**config.mk**
```make
export PLATFORM = sky130hd
export DESIGN_NAME = and_unit_sequencer_flat
export DESIGN_NICKNAME = d
export VERILOG_FILES = /design/src/rtl/and_unit_sequencer_if.sv /design/src/rtl/and_unit_sequencer.sv /design/src/flat_wrapper.sv
export SDC_FILE = /design/constraint.sdc
export NUM_CORES = 1
export LEC_CHECK = 0
export ABC_AREA = 1
export BUFFER_PORTS_ARGS = -buffer_cell sky130_fd_sc_hd__buf_2
export CAP_MARGIN = 25
export CORE_UTILIZATION = 30
export DETAILED_ROUTE_END_ITERATION = 10
export REMOVE_ABC_BUFFERS = 1
export SYNTH_ARGS = -nofsm -noshare
export SYNTH_HDL_FRONTEND = slang
export SYNTH_SLANG_ARGS = --single-unit
export TNS_END_PERCENT = 20
```
**constraint.sdc**
```tcl
create_clock -name clk -period 1.7 [get_ports clk]
set_input_delay 0.255 -clock clk [delete_from_list [all_inputs] [get_ports clk]]
set_output_delay 0.255 -clock clk [all_outputs]
set_load 0.005 [all_outputs]
```
**src/rtl/and_unit_sequencer_if.sv**
```systemverilog
// rtl/and_unit_sequencer_if.sv - operand and result handshake bundle for the AND unit sequencer
interface and_unit_sequencer_if #(
    parameter int WIDTH = 4
);
    logic             in_valid;
    logic             in_ready;
    logic [WIDTH-1:0] a_in;
    logic [WIDTH-1:0] b_in;
    logic             res_valid;
    logic             res_ready;
    logic [WIDTH-1:0] res_data;

    modport master (
        output in_valid, a_in, b_in, res_ready,
        input  in_ready, res_valid, res_data
    );

    modport slave (
        input  in_valid, a_in, b_in, res_ready,
        output in_ready, res_valid, res_data
    );
endinterface

```
**src/rtl/and_unit_sequencer.sv**
```systemverilog
// rtl/and_unit_sequencer.sv - launches operands into the AND unit, waits a settle time,
// captures and self-checks the result, and hands it downstream
module and_unit_sequencer #(
    parameter int WIDTH         = 4,
    parameter int SETTLE_CYCLES = 2
) (
    input  logic                clk,
    input  logic                rst_n,
    and_unit_sequencer_if.slave bus,
    output logic [WIDTH-1:0]    a_out,
    output logic [WIDTH-1:0]    b_out,
    input  logic [WIDTH-1:0]    result_in,
    output logic                mismatch,
    output logic                busy,
    output logic [7:0]          txn_count
);

    typedef enum logic [1:0] {
        S_IDLE,
        S_WAIT,
        S_HOLD
    } state_t;

    localparam logic [3:0] CNT_INIT = 4'(SETTLE_CYCLES - 1);

    state_t           state_q, state_d;
    logic [3:0]       cnt_q, cnt_d;
    logic [WIDTH-1:0] a_q, a_d;
    logic [WIDTH-1:0] b_q, b_d;
    logic [WIDTH-1:0] res_q, res_d;
    logic             mismatch_q, mismatch_d;
    logic [7:0]       txn_q, txn_d;

    always_comb begin
        state_d    = state_q;
        cnt_d      = cnt_q;
        a_d        = a_q;
        b_d        = b_q;
        res_d      = res_q;
        mismatch_d = mismatch_q;
        txn_d      = txn_q;
        case (state_q)
            S_IDLE: begin
                if (bus.in_valid) begin
                    a_d     = bus.a_in;
                    b_d     = bus.b_in;
                    cnt_d   = CNT_INIT;
                    state_d = S_WAIT;
                end
            end
            S_WAIT: begin
                if (cnt_q != 4'd0) begin
                    cnt_d = cnt_q - 4'd1;
                end else begin
                    // result_in is only trusted here, after the AND unit has settled
                    res_d   = result_in;
                    txn_d   = txn_q + 8'd1;
                    state_d = S_HOLD;
                    if (result_in != (a_q & b_q)) begin
                        mismatch_d = 1'b1;
                    end
                end
            end
            S_HOLD: begin
                if (bus.res_ready) begin
                    state_d = S_IDLE;
                end
            end
            default: state_d = S_IDLE;
        endcase
    end

    always_ff @(posedge clk or negedge rst_n) begin
        if (!rst_n) begin
            state_q    <= S_IDLE;
            cnt_q      <= 4'd0;
            a_q        <= '0;
            b_q        <= '0;
            res_q      <= '0;
            mismatch_q <= 1'b0;
            txn_q      <= 8'd0;
        end else begin
            state_q    <= state_d;
            cnt_q      <= cnt_d;
            a_q        <= a_d;
            b_q        <= b_d;
            res_q      <= res_d;
            mismatch_q <= mismatch_d;
            txn_q      <= txn_d;
        end
    end

    assign bus.in_ready  = (state_q == S_IDLE);
    assign bus.res_valid = (state_q == S_HOLD);
    assign bus.res_data  = res_q;
    assign a_out         = a_q;
    assign b_out         = b_q;
    assign mismatch      = mismatch_q;
    assign busy          = (state_q != S_IDLE);
    assign txn_count     = txn_q;

endmodule

```
**src/flat_wrapper.sv**
```systemverilog
// flat-port wrapper written by rule: the top's interface ports become plain ports
module and_unit_sequencer_flat 
#(
    parameter int WIDTH         = 4,
    parameter int SETTLE_CYCLES = 2
)
  (clk, rst_n, a_out, b_out, result_in, mismatch, busy, txn_count, bus_in_valid, bus_a_in, bus_b_in, bus_res_ready, bus_in_ready, bus_res_valid, bus_res_data);
  and_unit_sequencer_if #(.WIDTH(WIDTH)) bus_i ();
  input  logic clk;
  input  logic rst_n;
  output logic [WIDTH-1:0] a_out;
  output logic [WIDTH-1:0] b_out;
  input  logic [WIDTH-1:0] result_in;
  output logic mismatch;
  output logic busy;
  output logic [7:0] txn_count;
  input wire logic [$bits(bus_i.in_valid)-1:0] bus_in_valid;
  input wire logic [$bits(bus_i.a_in)-1:0] bus_a_in;
  input wire logic [$bits(bus_i.b_in)-1:0] bus_b_in;
  input wire logic [$bits(bus_i.res_ready)-1:0] bus_res_ready;
  output wire logic [$bits(bus_i.in_ready)-1:0] bus_in_ready;
  output wire logic [$bits(bus_i.res_valid)-1:0] bus_res_valid;
  output wire logic [$bits(bus_i.res_data)-1:0] bus_res_data;
  assign bus_i.in_valid = bus_in_valid;
  assign bus_i.a_in = bus_a_in;
  assign bus_i.b_in = bus_b_in;
  assign bus_i.res_ready = bus_res_ready;
  assign bus_in_ready = bus_i.in_ready;
  assign bus_res_valid = bus_i.res_valid;
  assign bus_res_data = bus_i.res_data;
  and_unit_sequencer #(.WIDTH(WIDTH), .SETTLE_CYCLES(SETTLE_CYCLES)) u_core (.clk(clk), .rst_n(rst_n), .bus(bus_i), .a_out(a_out), .b_out(b_out), .result_in(result_in), .mismatch(mismatch), .busy(busy), .txn_count(txn_count));
endmodule
```
==> After elaboration in Yosys (flattened, before gate mapping) <==
Index checks and enable logic that the tools add are counted.
{ "op_classes": {"n_addsub": 2, "reduce_logical": 9, "n_mux": 7, "n_eq_ne": 7, "bitwise_logic": 2} }
{ "op_table": {"columns": ["cell", "n"], "rows": [
  ["$reduce_and A3 Y1", 3],
  ["$add A8 B1 Y8 const B", 1],
  ["$mux W4", 2],
  ["$pmux W4 S2", 1],
  ["$mux W2", 3],
  ["$ne A2 B2 Y1 const B", 3],
  ["$pmux W2 S3", 1],
  ["$and A4 B4 Y4", 1],
  ["$ne A4 B4 Y1", 1],
  ["$reduce_and A2 Y1", 2],
  ["$reduce_bool A2 Y1", 2],
  ["$reduce_bool A4 Y1", 1],
  ["$sub A4 B1 Y4 const B", 1],
  ["$eq A2 B1 Y1 const B", 1],
  ["$eq A2 B2 Y1 const B", 1],
  ["$logic_not A2 Y1", 1],
  ["$ne A2 B1 Y1 const B", 1],
  ["$not A1 Y1", 1]
]} }
{ "totals": {"ff_bits": 27, "wordCells": 34, "output_inout_bits": 24, "inputBits": 16} }

==> Depth between registers and ports, before layout <==
{ "depth": {"depth_word": 3, "mapped_depth": 8, "depth_no_buf": 7} }

==> Worst setup path before layout <==
OpenSTA, ideal clock, no wires.
{ "synth_path": {"kind": "register to register", "startpoint": "register u_core.cnt_q[0]", "endpoint": "register u_core.txn_q[2] (netlist: u_core.txn_count[2])", "t_required_ns": 1.574, "setup_ns": 0.126, "path_stages_with_launch": 8, "path_buffers": 1, "path_slack_ns": 0.443, "arrival_time_ns": 1.131, "period_less_slack_ns": 1.257, "cell_sequence": "dfrtp_1 -> inv_1 -> ha_1 -> nand2_2 -> nor2_4 -> buf_6 -> nand2_4 -> xnor2_2"} }
{ "synth_between": {"elab_chain_len": 3} }
{ "synth_lines": {"columns": ["item", "line_no", "rtl"], "rows": [
  ["from (decl)", "and_unit_sequencer.sv:27", "logic [3:0] cnt_q, cnt_d;"],
  ["from (signal assigned)", "and_unit_sequencer.sv:84", "cnt_q <= cnt_d;"],
  ["$reduce_bool A4 Y1", "and_unit_sequencer.sv:52", "if (cnt_q != 4'd0) begin"],
  ["$not A1 Y1 (no line)", null, null],
  ["$reduce_and A2 Y1 (no line)", null, null],
  ["to (signal assigned)", "and_unit_sequencer.sv:89", "txn_q <= txn_d;"],
  ["to (decl)", "and_unit_sequencer.sv:32", "logic [7:0] txn_q, txn_d;"]
]} }
No other way between the ends.
A chain may end at the register's enable or synchronous reset.

==> Worst setup path in the final report <==
{ "layout_path": {"startpoint": "register u_core.cnt_q[0]", "endpoint": "register u_core.res_q[1] (netlist: u_core.bus.res_data[1])"} }
{ "layout_between": {"elab_chain_len": 3} }
{ "layout_lines": {"columns": ["item", "line_no", "rtl"], "rows": [
  ["$reduce_bool A4 Y1", "and_unit_sequencer.sv:52", null],
  ["$not A1 Y1 (no line)", null, null],
  ["$reduce_and A2 Y1 (no line)", null, null],
  ["to (signal assigned)", "and_unit_sequencer.sv:87", "res_q <= res_d;"],
  ["to (decl)", "and_unit_sequencer.sv:30", "logic [WIDTH-1:0] res_q, res_d;"]
]} }
No other way between the ends.

==> run_results.csv <==
group,metric,value,unit
clock_network,cts_tree,"built",
timing,fin_crit,1505,ps
placed_design,portBuffers,39,
clock_network,cts_sinks,27,
final_layout,drive_gt1_share,28.02,%
yosys,synth_edf_count,0,
critical_path,reg2reg_slack,190,ps
yosys,synthDominantCellAreaShare,49.50,%
critical_path,startpoint_type,"register",
timing,fin_skew,4.134,ps
critical_path,r2r_cells,7,
route,drc_errors,0,
power_and_ir_drop,vdd_drop_max,0.0007206,V
placed_design,place.gp.congestion,0.8000,
worst_hold_path,hold_class,"in -> async",
critical_path,path_buf_inv,2,
clock_network,cts_resized,0,
grt,grt_max_degree,28,
route,vias,1140,
timing,finalSetupViolations,0,
clock_network,cts_root_buf,"clkbuf_8",
critical_path,cp_data_arrival_time,1670,ps
yosys,yosys_most_used_dff,"dfrtp_1",
yosys,ys_top_cells_by_area,"dfrtp_1 49%, nand2_1 17%, nand3_1 6.2%",
final_layout,utilization,37.82,%
floorplanning,start_util,31.35,%
critical_path,rr_endpoint,"u_core.bus.res_data[1]$_DFFE_PN0P_",
floorplanning,die_height,69.46,um
clock_network,clock_latency,270,ps
yosys,ys_ff_latch,27,
clock_network,cts-buffers-inserted,3,
clock_network,post_cts.repair.setup_buffers,0,
yosys,yosys.area.top_type,"dfrtp_1",
clock_network,cts_hold_buffers,0,
yosys,synthArstFlopShare,100.0,%
grt,grt_pass1_wl,4.671,mm
yosys,ys_seq_area_share,49.50,%
run_status,status,"finished, violations left",
final_layout,n_antenna_cell,0,
critical_path,crit_family,"simple AND/OR/NAND/NOR gates",
critical_path,cp-endpoint,"u_core.bus.res_data[1]$_DFFE_PN0P_",
floorplanning,die_area,4824,sq um
yosys,syn_avg_cell_area,8.174,sq um
power_and_ir_drop,leakagePower,0.0009312,uW
route,viasPerCell,4.402,
critical_path,critical_path_class,"reg -> reg",
timing,period_share,88.54,%
yosys,synth.distinct_cells,22,
final_layout,syn_to_final_growth,20.62,%
timing,final.setup.tns,0,ps
grt,antenna_found_initial,0,
route,antenna_left,0,
route,first_pass_iters,4,
final_layout,fin_area,1647,sq um
clock_network,path_clk_slew,90,ps
critical_path,path_cells,"inv_1 -> ha_1 -> nand2_2 -> nor2_4 -> inv_2 -> nand2_1 -> o21ai_2",
power_and_ir_drop,power_density,1560,nW/um^2
route,wire_per_inst,10.25,um
critical_path,crit_path_max_incr_delay,410,ps
yosys,yosys_warnings,0,
timing,worst_pin_slew,591.0,ps
critical_path,critPathCaptureType,"register",
grt,grtUsageTotal,11.88,%
critical_path,cp_max_fo,12,
floorplanning,core,4354,sq um
clock_network,ctsLongestPathBuffers,2,
floorplanning,io_pins,40,
critical_path,required,1860,ps
grt,grt_overflow,0,
timing,fmax,0.6644,GHz
timing,holdWs,-25.99,ps
run,drv_cap,0,
run_status,violations,"negative hold slack",
critical_path,r2r-start,"u_core.cnt_q[0]$_DFFE_PN0P_",
final_layout,final_nets,226,
power_and_ir_drop,total_power,2568,uW
critical_path,cp_slowest_cell,"dfrtp_1",
grt,grt_pass1_vias,1035,
timing,slew_viol_final,0,
placed_design,placed_area,1600,sq um
clock_network,cts_max_level,1,
yosys,netlist_instances,167,
critical_path,crit_path_start,"u_core.cnt_q[0]$_DFFE_PN0P_",
route,wirelength,2.655,mm
floorplanning,rows,24,
timing,rsz0062_at_grt,"no",
yosys,yosysMostFrequentCell,"nand2_1",
route,drt_iter0_markers,50,
yosys,synth.top_cells.by_count,"62 x nand2_1, 27 x dfrtp_1, 18 x inv_1",
placed_design,dp_hpwl,2.046,mm
floorplanning,die_x,69.46,um
yosys,synth_area,1365,sq um
timing,relSlewSlack,60.60,%
critical_path,cp.depth,7,
timing,hold_viol,27,
==> sequential cells by signal, summed over array words and instances, names as in the netlist <==
register	cells
u_core.txn_count	8
u_core.a_out	4
u_core.b_out	4
u_core.bus.res_data	4
u_core.cnt_q	4
u_core.state_q	2
u_core.mismatch	1
==> area by class of cell <==
| class | instances | area, sq um |
|---|---|---|
| fill | 464 | 2708 |
| sequential | 27 | 675.6 |
| multi-input combinational | 117 | 585.6 |
| timing repair buffer | 40 | 202.7 |
| inverter | 19 | 71.32 |
| tap | 52 | 65.06 |
| clock buffer | 3 | 41.29 |
| clock inverter | 1 | 5.005 |
==> cells in the final DEF (no fill, tap or decap), drive strengths merged <==
| master | n |
|---|---|
| inv | 19 |
| xnor2 | 2 |
| nand3 | 17 |
| nand2 | 67 |
| nand3b | 1 |
| clkbuf | 3 |
| o21ai | 7 |
| dfrtp | 27 |
| ha | 2 |
| xor2 | 3 |
| a21oi | 3 |
| clkinv | 1 |
| buf | 40 |
| o31ai | 1 |
| nand4 | 2 |
| nor2 | 12 |
==> logic make-up after synthesis <==
kind of cell,count (synthesis),synth area share [%]
XOR/XNOR,5,3.759
AND/OR/NAND/NOR,99,31.99
flip-flops,27,49.50
buffers and inverters,23,7.607
AO/OA/AOI/OAI,11,5.316
adder cells (fa/ha/maj),2,1.833
==> power breakdown <==
group	total, uW	switching [uW]	internal [uW]
clock network	363	199	164
logic	1100	636	464
registers	1110	222	883
==> stage by stage <==
step	hold slack, ps	setup slack (ps)	cells
after CTS	8.554	189.9	259
final	-25.99	194.8	259
after floorplan	-40.59	300.1	163
after global routing	24.95	65.40	259
after detailed placement	306.6	197.0	255
after global placement	306.4	246.6	255
==> how the worst min path moves through the flow <==
stage | from | endpoint | slack, ps | depth (start not counted)
after global routing | rst_n | u_core.txn_count[3]$_DFFE_PN0P_ | 20 | 1
after CTS | rst_n | u_core.state_q[1]$_DFFE_PN0P_ | 9 | 1
after floorplan | rst_n | u_core.a_out[0]$_DFFE_PN0P_ | -40 | 0
after detailed placement | rst_n | u_core.txn_count[2]$_DFFE_PN0P_ | 310 | 1
after global placement | rst_n | u_core.txn_count[2]$_DFFE_PN0P_ | 310 | 1
final | rst_n | u_core.txn_count[2]$_DFFE_PN0P_ | -30 | 1
==> layer usage <==
| metal | vias up | wire length [um] | global-route usage (%) |
|---|---|---|---|
| li1 | 599 | - | - |
| met1 | 511 | 1332 | 16.36 |
| met2 | 28 | 1193 | 18.99 |
| met3 | 2 | 115 | 2.326 |
| met4 | 0 | 14 | 3.401 |
| met5 | - | 0 | 0 |
==> worst reg2reg max path, stage by stage (launching register included) <==
cell,delay (ps)
dfrtp_1,410
inv_1,60
ha_1,200
nand2_2,90
nor2_4,270
inv_2,190
nand2_1,120
o21ai_2,50
Power figures use the tool's default switching activity.
